File: src/rtl/div_pkg.sv
// Shared types and helpers for the sequential divider.
package div_pkg;

    // Divider control states.
    typedef enum logic [1:0] {
        IDLE,
        RUN,
        FIX
    } state_t;

    // Width of the iteration counter; holds WIDTH-1 down to 0.
    function automatic int unsigned count_width(input int unsigned width);
        return (width > 2) ? $clog2(width) : 1;
    endfunction

endpackage

File: src/rtl/div_step.sv
// One restoring-division iteration: shift in a dividend bit, subtract if it fits.
module div_step #(
    parameter int unsigned WIDTH = 32
) (
    input  logic [WIDTH-1:0] rem_in,
    input  logic             dividend_bit,
    input  logic [WIDTH-1:0] divisor,
    output logic [WIDTH-1:0] rem_out,
    output logic             q_bit
);

    logic [WIDTH:0] trial;

    // Compare at WIDTH+1 bits so the shifted remainder cannot overflow; when the
    // subtraction happens the result is below the divisor, so WIDTH bits suffice.
    always_comb begin
        trial   = {rem_in, dividend_bit};
        q_bit   = (trial >= {1'b0, divisor});
        rem_out = q_bit ? (trial[WIDTH-1:0] - divisor) : trial[WIDTH-1:0];
    end

endmodule

File: src/rtl/seq_divider.sv
// Multi-cycle restoring divider, one quotient bit per clock, signed or unsigned.
module seq_divider
    import div_pkg::*;
#(
    parameter int unsigned WIDTH     = 32,
    parameter bit          SIGNED_EN = 1'b1
) (
    input  logic             clk,
    input  logic             clr,
    input  logic             start,
    input  logic             is_signed,
    input  logic [WIDTH-1:0] dividend,
    input  logic [WIDTH-1:0] divisor,
    output logic             busy,
    output logic             done,
    output logic [WIDTH-1:0] quotient,
    output logic [WIDTH-1:0] remainder,
    output logic             div_by_zero
);

    localparam int unsigned CW = count_width(WIDTH);
    localparam logic [CW-1:0] LastCount = CW'(WIDTH - 1);

    state_t           state_q;
    logic [CW-1:0]    count_q;
    // Holds the dividend magnitude, shifted left while quotient bits shift in;
    // after the last step it holds the quotient magnitude. On divide-by-zero it
    // keeps the raw dividend so it can be returned as the remainder.
    logic [WIDTH-1:0] dd_q;
    logic [WIDTH-1:0] dv_q;
    logic [WIDTH-1:0] rem_q;
    logic             neg_dd_q;
    logic             neg_dv_q;
    logic             dz_q;

    logic             sign_mode;
    logic             neg_dd_in;
    logic             neg_dv_in;
    logic [WIDTH-1:0] mag_dd_in;
    logic [WIDTH-1:0] mag_dv_in;
    logic [WIDTH-1:0] step_rem;
    logic             step_q;
    logic [WIDTH-1:0] fix_quot;
    logic [WIDTH-1:0] fix_rem;

    // Operand magnitudes and signs for a request presented this cycle.
    always_comb begin
        sign_mode = is_signed & SIGNED_EN;
        neg_dd_in = sign_mode & dividend[WIDTH-1];
        neg_dv_in = sign_mode & divisor[WIDTH-1];
        mag_dd_in = neg_dd_in ? -dividend : dividend;
        mag_dv_in = neg_dv_in ? -divisor : divisor;
    end

    div_step #(
        .WIDTH (WIDTH)
    ) u_step (
        .rem_in       (rem_q),
        .dividend_bit (dd_q[WIDTH-1]),
        .divisor      (dv_q),
        .rem_out      (step_rem),
        .q_bit        (step_q)
    );

    // Sign correction: quotient negated when signs differ, remainder follows the
    // dividend. MIN / -1 wraps naturally to MIN with a zero remainder.
    always_comb begin
        if (dz_q) begin
            fix_quot = '1;
            fix_rem  = dd_q;
        end else begin
            fix_quot = (neg_dd_q ^ neg_dv_q) ? -dd_q : dd_q;
            fix_rem  = neg_dd_q ? -rem_q : rem_q;
        end
    end

    // Control FSM, datapath registers and registered outputs.
    always_ff @(posedge clk or posedge clr) begin
        if (clr) begin
            state_q     <= IDLE;
            count_q     <= '0;
            dd_q        <= '0;
            dv_q        <= '0;
            rem_q       <= '0;
            neg_dd_q    <= 1'b0;
            neg_dv_q    <= 1'b0;
            dz_q        <= 1'b0;
            busy        <= 1'b0;
            done        <= 1'b0;
            quotient    <= '0;
            remainder   <= '0;
            div_by_zero <= 1'b0;
        end else begin
            done <= 1'b0;
            case (state_q)
                IDLE: begin
                    // The done cycle still belongs to the finishing operation.
                    if (start && !done) begin
                        busy     <= 1'b1;
                        rem_q    <= '0;
                        dv_q     <= mag_dv_in;
                        neg_dd_q <= neg_dd_in;
                        neg_dv_q <= neg_dv_in;
                        count_q  <= LastCount;
                        if (divisor == '0) begin
                            dz_q    <= 1'b1;
                            dd_q    <= dividend;
                            state_q <= FIX;
                        end else begin
                            dz_q    <= 1'b0;
                            dd_q    <= mag_dd_in;
                            state_q <= RUN;
                        end
                    end
                end
                RUN: begin
                    rem_q <= step_rem;
                    dd_q  <= {dd_q[WIDTH-2:0], step_q};
                    if (count_q == '0) begin
                        state_q <= FIX;
                    end else begin
                        count_q <= count_q - 1'b1;
                    end
                end
                FIX: begin
                    quotient    <= fix_quot;
                    remainder   <= fix_rem;
                    div_by_zero <= dz_q;
                    done        <= 1'b1;
                    busy        <= 1'b0;
                    state_q     <= IDLE;
                end
                default: state_q <= IDLE;
            endcase
        end
    end

endmodule
File: config.mk
export PLATFORM = sky130hd
export DESIGN_NAME = seq_divider
export DESIGN_NICKNAME = d
export VERILOG_FILES = /design/src/rtl/div_pkg.sv /design/src/rtl/div_step.sv /design/src/rtl/seq_divider.sv
export SDC_FILE = /design/constraint.sdc
export NUM_CORES = 1
export LEC_CHECK = 0
export ABC_CLOCK_PERIOD_IN_PS = 6250
export BUFFER_PORTS_ARGS = -buffer_cell sky130_fd_sc_hd__buf_2
export CAP_MARGIN = 10
export CORE_MARGIN = 1.5
export CORE_UTILIZATION = 40
export CTS_CLUSTER_DIAMETER = 50
export DETAILED_ROUTE_END_ITERATION = 16
export GPL_ROUTABILITY_DRIVEN = 1
export MAX_ROUTING_LAYER = met4
export PLACE_DENSITY = 0.67
export SYNTH_ARGS = -nofsm -noshare
export SYNTH_HDL_FRONTEND = slang
export SYNTH_SLANG_ARGS = --single-unit
File: constraint.sdc
create_clock -name clk -period 6.25 [get_ports clk]
set_input_delay 0.625 -clock clk [delete_from_list [all_inputs] [get_ports clk]]
set_output_delay 0.625 -clock clk [all_outputs]
set_load 0.02 [all_outputs]
==> impl_metrics.tcl <==
set metrics [dict create \
    powerDensity_nw_per_um2 569 \
    cts_resized 0 \
    syn_nets 1475 \
    area_growth_pct 14.0 \
    grt-ovfl-total 0 \
    cts_buffers 17 \
    track_usage 0.220 \
    synth_area_um2 11400 \
    post-synth-top-area-cell "dfrtp_1" \
    cts_tree "built" \
    vdd_drop_max_uv 239 \
    dp_hpwl_mm 22.7 \
    max-slew-margin-rel 0.363 \
    fin_crit_ns 3.83 \
    clock_latency_ns 0.44 \
    syn_area_per_cell_um2 8.31 \
    drt-pass1-iter-count 5 \
    cp-end-kind "flip-flop" \
    rsz0062_at_grt "false" \
    nets 1569 \
    report.final.setup_viol 0 \
    cts_setup_buffers 0 \
    die_x_um 172 \
    first_global_vias 9310 \
    grt_pass1_wl_mm 49.3 \
    synth-edff-count 0 \
    diodes 0 \
    hold_violations 0 \
    clkTransAtPathRegs_ns 0.08 \
    h-tree-depth 4 \
    clockBufferDepth 2 \
    cts_hold_buf 0 \
    worstPathRequired_ns 6.54 \
    die_area_um2 29500 \
    antenna_left 0 \
    slew_viol_final 0 \
    yosysTopAreaCellShare 0.381 \
    startpoint_type "flip-flop" \
    grt_max_degree 100 \
    placed_area_um2 12400 \
    slowest_delay_ns 0.65 \
    slowest_stage "a221oi_1" \
    max_freq_ghz 0.261 \
    arrival_ns 4.12 \
    yosys-top-cells-area "dfrtp_1 (38%), o21ai_0 (7.9%), xor2_1 (7.1%)" \
    finalSetupTns_ns 0 \
    critPathKind "flip-flop to flip-flop" \
    ys.flop_type "dfrtp_1" \
    yosysWarnings 0 \
    drt-initial-drc-count 899 \
    wl_per_cell_um 16.7 \
    synth.most_common_cell "o21ai_0" \
    async_flop_share 1.00 \
    crit_top_cell "inv_1" \
    initial_core_util 0.408 \
    fin_util 0.465 \
    yosys-top-cells-count "o21ai_0 (179), dfrtp_1 (173), nand2_1 (144)" \
    via_per_inst 5.46 \
    root_buffer "clkbuf_16" \
    io_buffers 134 \
    ys_ff_latch 173 \
    finalCritPeriodShare 0.613 \
    drive_gt1_frac 0.147 \
    critPathMaxFanout 6 \
    drv_cap 0 \
    tightestPinTransition_ns 0.955 \
    synth_cell_type_count 66 \
    clock_skew_ns 0.0123 \
    cp_cell_sequence "inv_1 > ha_1 > inv_1 > fa_1 > a21o_1 > a221oi_1 > o311a_1 > o21ai_1 > a21oi_2 > nor3_1 > or3_1 > a31oi_1 > o21ai_0" \
    clock_sinks 173 \
    via_count 10100 \
    drc 0 \
    status "completed" \
    grt_antenna_before_repair 0 \
    synthCells 1368 \
    gp_congestion 0.911 \
    hp-class "input port to asynchronous set/reset pin" \
    die_y_um 172 \
    stdcell_area_um2 13000 \
    io_pins 135 \
    seq_area_frac_synth 0.381 \
    core-area_um2 27900 \
    wirelength_mm 31.0 \
    p_leak_uw 0.00571 \
    std_cell_rows 61 \
]
[cells by family after synthesis]
| group | Yosys count | share of synthesized area |
|---|---|---|
| AO/OA/AOI/OAI | 436 | 0.226 |
| AND/OR/NAND/NOR | 425 | 0.180 |
| flip-flops | 173 | 0.381 |
| XOR/XNOR | 147 | 0.113 |
| buffers and inverters | 134 | 0.0447 |
| adder cells (fa/ha/maj) | 39 | 0.0436 |
| multiplexers | 14 | 0.0124 |
[registers in the layout, indices dropped and copies added (netlist names)]
register / cells
busy: 1
quotient: 32
done: 1
div_by_zero: 1
dz_q: 1
rem_q: 32
count_q: 5
state_q: 2
remainder: 32
neg_dd_q: 1
neg_dv_q: 1
dd_q: 32
dv_q: 32
[per-stage QoR]
step	hold slack (ns)	std cells	power, uW	setup WS (ns)
floorplan	0.450	1368	5210	0.937
global placement	0.462	1820	6250	2.38
detailed placement	0.462	1820	6280	2.42
CTS	0.427	1851	7360	2.39
global route	0.454	1852	8030	2.18
finish	0.383	1852	7370	2.42
[report_power, final]
group / total (uW) / internal (uW) / switching (uW)
Sequential: 2060 / 1520 / 543
Clock: 1060 / 567 / 489
Combinational: 4250 / 1780 / 2470
Total: 7370 / 3870 / 3500
[cell usage in the layout (no fill, tap or decap), types with 10 or more instances in the layout]
master	instances
a22oi_1	26
or3_1	15
a31oi_1	16
clkbuf_16	17
buf_2	134
and3_1	18
nand2_1	144
nand3_1	38
a21oi_1	120
xnor2_1	55
buf_4	15
inv_1	58
nor3_1	26
dfrtp_1	173
o41ai_1	10
nor2_1	114
xor2_1	92
a21o_1	15
ha_1	38
o21ai_0	179
o31ai_1	25
mux2i_1	13
[routing by layer]
metal,track usage,vias to the layer above,routed length [um]
li1,-,5020,-
met1,0.306,4707,15000
met2,0.338,356,13800
met3,0.0331,28,1880
met4,0.0481,0,358
met5,-,-,0
[worst max-delay path, delay by kind of cell, from the launching register on]
kind	cells	cell delay [ns]
buffers and inverters	2	0.20
flip-flops	1	0.43
AND/OR/NAND/NOR	2	0.46
adder cells (fa/ha/maj)	2	0.59
AO/OA/AOI/OAI	7	1.99
[cell type report]
cell class | count | area [um2]
sequential | 173 | 4330
inverter | 59 | 226
timing repair buffer | 150 | 795
clock inverter | 13 | 131
tap | 378 | 473
clock buffer | 18 | 439
multi-input combinational | 1061 | 6570
fill | 2762 | 14900
[path summary, 6_finish.rpt]
kind	start	to	slack, ns	cells after the start
worst max-delay path	dd_q[31]	rem_q[24]	2.42	13
worst min-delay path	clr	dv_q[29]	0.38	2
worst max register to register	dd_q[31]	rem_q[24]	2.42	13
worst min register to register	quotient[0]	quotient[0]	0.48	2
max in group asynchronous	clr	quotient[13]	4.35	3
min in group clk	quotient[0]	quotient[0]	0.48	2
No activity file was read; power rests on OpenSTA's default activity.
